File: src/rtl/timer_bank_pkg.sv
// Shared types and constants for the timer_bank multi-channel timer.
package timer_bank_pkg;

   typedef enum logic {
      ONESHOT  = 1'b0,
      PERIODIC = 1'b1
   } timer_mode_e;

   typedef enum logic [1:0] {
      IDLE    = 2'd0,
      RUNNING = 2'd1,
      ALARM   = 2'd2
   } timer_state_e;

   localparam int unsigned PRESCALE_W = 8;

endpackage

File: src/rtl/timer_channel.sv
// One timer channel: state, up-counter, period/mode configuration and sticky
// alarm/overrun flags. Counts on tick_i while RUNNING.
module timer_channel
   import timer_bank_pkg::*;
#(
   parameter int WIDTH = 32
) (
   input  logic             clk_i,
   input  logic             rst_ni,
   input  logic             tick_i,
   input  logic             start_i,
   input  logic             stop_i,
   input  logic             acknowledge_i,
   input  logic             cfg_set_i,
   input  logic [WIDTH-1:0] period_in_i,
   input  logic             mode_in_i,
   output logic             alarm_o,
   output logic             running_o,
   output logic             overrun_o
);

   timer_state_e     state_q, state_d;
   timer_mode_e      mode_q, mode_d;
   logic [WIDTH-1:0] cnt_q, cnt_d;
   logic [WIDTH-1:0] period_q, period_d;
   logic             alarm_q, alarm_d;
   logic             overrun_q, overrun_d;

   logic [WIDTH-1:0] eff_period;
   logic [WIDTH:0]   cnt_inc;
   logic             terminal_hit;
   logic             terminal;

   assign eff_period   = (period_q == '0) ? {{(WIDTH-1){1'b0}}, 1'b1} : period_q;
   // One extra bit so counter+1 can never wrap below the period.
   assign cnt_inc      = {1'b0, cnt_q} + {{WIDTH{1'b0}}, 1'b1};
   assign terminal_hit = (cnt_inc >= {1'b0, eff_period});

   always_comb begin
      // NOTE: every variable gets a default first so no branch infers a latch.
      state_d  = state_q;
      cnt_d    = cnt_q;
      terminal = 1'b0;

      unique case (state_q)
         IDLE: begin
            if (start_i) begin
               state_d = RUNNING;
               cnt_d   = '0;
            end
         end
         RUNNING: begin
            if (start_i) begin
               cnt_d = '0;
            end else if (tick_i) begin
               if (terminal_hit) begin
                  terminal = 1'b1;
                  cnt_d    = '0;
                  if (mode_q == ONESHOT) state_d = ALARM;
               end else begin
                  cnt_d = cnt_q + {{(WIDTH-1){1'b0}}, 1'b1};
               end
            end
         end
         ALARM: begin
            if (acknowledge_i) begin
               state_d = start_i ? RUNNING : IDLE;
               cnt_d   = '0;
            end
         end
         default: begin
            state_d = IDLE;
            cnt_d   = '0;
         end
      endcase

      // Stop overrides start and suppresses any terminal tick this cycle.
      if (stop_i) begin
         state_d  = IDLE;
         cnt_d    = '0;
         terminal = 1'b0;
      end
   end

   assign alarm_d   = terminal | (alarm_q & ~acknowledge_i);
   assign overrun_d = ~acknowledge_i &
                      (overrun_q | (terminal & (mode_q == PERIODIC) & alarm_q));
   assign period_d  = cfg_set_i ? period_in_i : period_q;
   assign mode_d    = cfg_set_i ? timer_mode_e'(mode_in_i) : mode_q;

   // NOTE: reset is synchronous, so it lives inside the clocked block and wins over all inputs.
   always_ff @(posedge clk_i) begin
      if (!rst_ni) begin
         // NOTE: sequential state uses non-blocking assignments only.
         state_q   <= IDLE;
         cnt_q     <= '0;
         period_q  <= '1;
         mode_q    <= ONESHOT;
         alarm_q   <= 1'b0;
         overrun_q <= 1'b0;
      end else begin
         state_q   <= state_d;
         cnt_q     <= cnt_d;
         period_q  <= period_d;
         mode_q    <= mode_d;
         alarm_q   <= alarm_d;
         overrun_q <= overrun_d;
      end
   end

   assign alarm_o   = alarm_q;
   assign overrun_o = overrun_q;
   assign running_o = (state_q == RUNNING);

endmodule

File: src/rtl/timer_bank.sv
// Bank of CHANNELS independent timers sharing one tick source and an irq.
// Optional shared prescaler enabled by defining TIMER_BANK_PRESCALE_EN.
module timer_bank
   import timer_bank_pkg::*;
#(
   parameter int CHANNELS = 4,
   parameter int WIDTH    = 32,
   parameter int CH_W     = (CHANNELS > 1) ? $clog2(CHANNELS) : 1
) (
   input  logic                  clock,
   input  logic                  reset,
   input  logic                  count_en,
   input  logic [CH_W-1:0]       cfg_sel,
   input  logic                  cfg_set,
   input  logic [WIDTH-1:0]      period_in,
   input  logic                  mode_in,
   input  logic [CHANNELS-1:0]   start,
   input  logic [CHANNELS-1:0]   stop,
   input  logic [CHANNELS-1:0]   acknowledge,
`ifdef TIMER_BANK_PRESCALE_EN
   input  logic [PRESCALE_W-1:0] prescale_in,
   input  logic                  prescale_set,
`endif
   output logic [CHANNELS-1:0]   alarm,
   output logic [CHANNELS-1:0]   running,
   output logic [CHANNELS-1:0]   overrun,
   output logic                  irq
);

   logic tick;

`ifdef TIMER_BANK_PRESCALE_EN
   logic [PRESCALE_W-1:0] div_q, div_d;
   logic [PRESCALE_W-1:0] pcnt_q, pcnt_d;

   assign tick = count_en & (pcnt_q == div_q);

   always_comb begin
      div_d  = div_q;
      pcnt_d = pcnt_q;
      if (prescale_set) begin
         div_d  = prescale_in;
         pcnt_d = '0;
      end else if (count_en) begin
         pcnt_d = tick ? '0 : pcnt_q + PRESCALE_W'(1);
      end
   end

   always_ff @(posedge clock) begin
      if (!reset) begin
         div_q  <= '0;
         pcnt_q <= '0;
      end else begin
         div_q  <= div_d;
         pcnt_q <= pcnt_d;
      end
   end
`else
   assign tick = count_en;
`endif

   for (genvar g = 0; g < CHANNELS; g++) begin : g_ch
      timer_channel #(
         .WIDTH (WIDTH)
      ) u_channel (
         .clk_i         (clock),
         .rst_ni        (reset),
         .tick_i        (tick),
         .start_i       (start[g]),
         .stop_i        (stop[g]),
         .acknowledge_i (acknowledge[g]),
         .cfg_set_i     (cfg_set && (cfg_sel == CH_W'(g))),
         .period_in_i   (period_in),
         .mode_in_i     (mode_in),
         .alarm_o       (alarm[g]),
         .running_o     (running[g]),
         .overrun_o     (overrun[g])
      );
   end

   // Flags are registered, so irq moves in the same cycle as alarm/overrun.
   assign irq = |(alarm | overrun);

endmodule
File: config.mk
export PLATFORM = sky130hd
export DESIGN_NAME = timer_bank
export DESIGN_NICKNAME = d
export VERILOG_FILES = /design/src/rtl/timer_bank_pkg.sv /design/src/rtl/timer_channel.sv /design/src/rtl/timer_bank.sv
export SDC_FILE = /design/constraint.sdc
export NUM_CORES = 1
export LEC_CHECK = 0
export BUFFER_PORTS_ARGS = -buffer_cell sky130_fd_sc_hd__buf_2
export CORE_MARGIN = 2
export CORE_UTILIZATION = 29
export CTS_CLUSTER_SIZE = 40
export DETAILED_ROUTE_END_ITERATION = 16
export SLEW_MARGIN = 15
export SYNTH_ARGS = -nofsm -noshare
export SYNTH_HDL_FRONTEND = slang
export SYNTH_SLANG_ARGS = --single-unit
File: constraint.sdc
create_clock -name clock -period 4.35 [get_ports clock]
set_clock_uncertainty 0.05 [all_clocks]
set_input_delay 0.87 -clock clock [delete_from_list [all_inputs] [get_ports clock]]
set_output_delay 0.87 -clock clock [all_outputs]
set_load 0.02 [all_outputs]
==> impl_results.md <==
- P_leak: 8.18 nW
- Clk pwr share: 48.0%
- Die Wd: 237 um
- Top Ports: 64
- Setup_tns: 0 ns
- Mapped Cells: 1891
- Antenna Nets Post-Route: 0
- Initial antenna violation count: 7
- Simple-gate share of the synthesized area: 21.1%
- DRC viols: 0
- Delay-heaviest family, CP: simple AND/OR/NAND/NOR gates
- Tightest Pin Transition: 1.05 ns
- Rows: 85
- H-tree depth: 1
- Post-synth EDFFs: 0
- Placed Cells: 2606
- Overall power: 5.79 mW
- Crit-path slowest cell: or4_4
- Compound-Gate Fraction of Synth Area: 20.1%
- Cell mode on critical path: buf_4
- Main combinational cell family by area after synthesis: simple AND/OR/NAND/NOR gates
- DR iter-0 viols: 870
- Sequential cell area: 5530 um2
- Vias in the first global route: 13539
- Sequential power share: 45.4%
- P per Cell Area: 318 nW/um2
- Placer Congestion: 0.860
- Max clock buf depth: 3
- Period utilization: 95.3%
- Total iterations of the first detailed-routing run: 7
- CP bufs+invs: 4
- Synth-to-Final Area Change: 16.0%
- CP arrival: 4.57 ns
- Comb pwr share: 6.5%
- Port Buf Inserts: 63
- Status: finished clean
- Post-synthesis register bit count: 276
- Die Y-Extent: 237 um
- Rel. slew slack: 30.3%
- Worst Hold Class: register to register
- Peak supply drop: 0.188 mV
- Final instance area: 18200 um2
- Vias/cell: 5.26
- CTS Buf Count: 30
- Worst-path clk slew: 0.06 ns
- Placed inst area: 16900 um2
- Core Footprint: 53700 um2
- Syn Nets: 2074
- Area of the multi-input gates: 9300 um2
- Maximum clock frequency: 0.241 GHz
- Worst Setup End Kind: register
- Layout cell share with drive strength beyond 1: 10.8%
- Startpoint Class: register
- Skew-Pair Late Insertion Delay: 0.58 ns
- P_sw: 1.39 mW
- Minimum clock period: 4.14 ns
- GRT overflow: 0
- Max cap viols: 0
- Nets: 2129
- Final Max Slew Viols: 0
- Syn. warnings: 0
- Most common flop cell mapped by yosys: dfxtp_1
- Clk root buf: clkbuf_16
- Initial Utilization: 29.2%
- Wire per inst: 17.3 um
- Worst-path cell chain: nand4_2, or4_4, buf_4, nor4_2, buf_4, nand3_1, xnor2_1, ha_1, nand4_1, buf_4, nor4_4, nand2_2, o2111ai_4, buf_4, nor4_4, and2_1, a22o_1
- Sink Count: 276
- Crit path largest cell delay: 0.55 ns
- Hpwl dp: 34500 um
- Post-synthesis mux area share: 0.199%
- Crit path max fanout: 5
- Sw Share: 24.0%
- FFs w/ async S/R, synth: 0%
- Final std cells w/o fill: 2668
- CP Data Required Time: 4.77 ns
- Setup Viol. Count Final: 0
- GR Util All Layers: 16.2%
- Synth Area in Adders: 10.5%
- Largest net degree at the start of global routing: 87
- Distinct cells, synth: 74
- First-pass GRT wire length: 73200 um
- Die Area: 56000 um2
- CTS tree: built
- Sequential share of the synthesized area: 35.2%
- Cell Area, Synth: 15700 um2
- Mean Syn Cell Area: 8.30 um2
- Via count: 14042
- Final wirelength: 46300 um
- Crit path kind: register to register
- Synth Area in XOR/XNOR: 6.19%
- Fillers: 5488
- Internal: 4.40 mW
- Final hold vios: 0
## per-layer routing
layer	track usage (%)	routed length [um]
met2	26.6	21100
met1	21.1	20800
met5	0	0
met4	7.15	2030
met3	2.17	2270
## sequential cells by signal, summed over array words and instances (netlist names)
| name | count |
|---|---|
| g_ch.u_channel.cnt_q | 128 |
| g_ch.u_channel.period_q | 128 |
| g_ch.u_channel.state_q | 8 |
| g_ch.u_channel.alarm_o | 4 |
| g_ch.u_channel.mode_q | 4 |
| g_ch.u_channel.overrun_o | 4 |
## power by group through the flow
stage          clock, mW  combinational (mW)  sequential, mW
2_1_floorplan          0               0.228            2.67
3_3_place_gp           0               0.362            2.68
3_5_place_dp           0               0.375            2.69
4_1_cts             2.83               0.376            2.63
5_1_grt             2.94               0.420            2.64
6_report            2.78               0.379            2.63
## metrics by stage
step	util, %	hold slack (ns)	worst slack, ns
2_1_floorplan	-	0.398	0.0542
3_3_place_gp	31.6	0.408	-0.171
3_5_place_dp	31.6	0.420	-0.246
4_1_cts	33.6	0.429	-0.0196
5_1_grt	33.9	0.466	-0.0256
6_report	33.9	0.431	0.205
## final cells by class
cell class | instances | area share [%]
Multi-Input combinational cell | 1352 | 51.1
Sequential cell | 276 | 30.3
Clock buffer | 42 | 4.81
Tap cell | 696 | 4.78
Timing Repair Buffer | 126 | 4.57
Inverter | 160 | 3.30
Clock inverter | 12 | 1.09
Antenna cell | 4 | 0.0550
## repair_timing
| item | CTS | global route |
|---|---|---|
| endpoints found under the setup margin | 30 | 87 |
| hold buffers | 0 | 0 |
| buffers inserted | 0 | 2 |
| gates resized for setup | 3 | 21 |
| pin swaps | 0 | 3 |
| gates cloned | 0 | 1 |
## tightest hold or removal path, delay by kind of cell (launching register included)
kind / cells / cell delay [ns]
flops: 1 / 0.33
simple gates: 1 / 0.06
compound gates: 1 / 0.05
## worst paths after layout
kind                                             startpoint                          to  slack [ns]  cells after the start
worst max-delay path            g_ch[2].u_channel.cnt_q[11]  g_ch[2].u_channel.cnt_q[4]        0.21                     17
worst min-delay path             g_ch[2].u_channel.cnt_q[1]  g_ch[2].u_channel.cnt_q[1]        0.43                      2
worst max register to register  g_ch[2].u_channel.cnt_q[11]  g_ch[2].u_channel.cnt_q[4]        0.21                     17
worst min register to register   g_ch[2].u_channel.cnt_q[1]  g_ch[2].u_channel.cnt_q[1]        0.43                      2
## cells in the mapped netlist, drive strengths merged (18+ instances only)
master / instances / area (um2)
nor4: 48 / 315
xnor2: 80 / 701
dfxtp: 276 / 5530
buf: 21 / 138
o21ai: 42 / 210
nand2: 246 / 923
a21o: 26 / 195
clkbuf: 82 / 309
nor2: 107 / 402
ha: 132 / 1650
xor2: 31 / 272
and4: 18 / 158
a21oi: 60 / 300
inv: 160 / 601
o211ai: 126 / 946
a22oi: 23 / 173
nand4: 67 / 425
nor3: 22 / 115
a22o: 65 / 569
nand3: 76 / 380
## logic make-up after synthesis
group	count (synthesis)
simple gates	672
compound gates	433
flops	276
buf+inv	264
fa+ha+maj	132
xor+xnor	111
mux	3
## cells in the final DEF (no fill, tap or decap), drive strengths merged, types with 18 or more instances in the layout
cell type / count
nand3: 76
nor2: 107
nor4: 48
o21ai: 42
and4: 18
ha: 132
o211ai: 126
a21oi: 60
xnor2: 80
nand2: 246
nor3: 23
a21o: 26
nand4: 67
inv: 160
a22o: 65
dfxtp: 276
clkbuf: 42
xor2: 31
buf: 126
a22oi: 23
No activity file was read; power rests on OpenSTA's default activity.
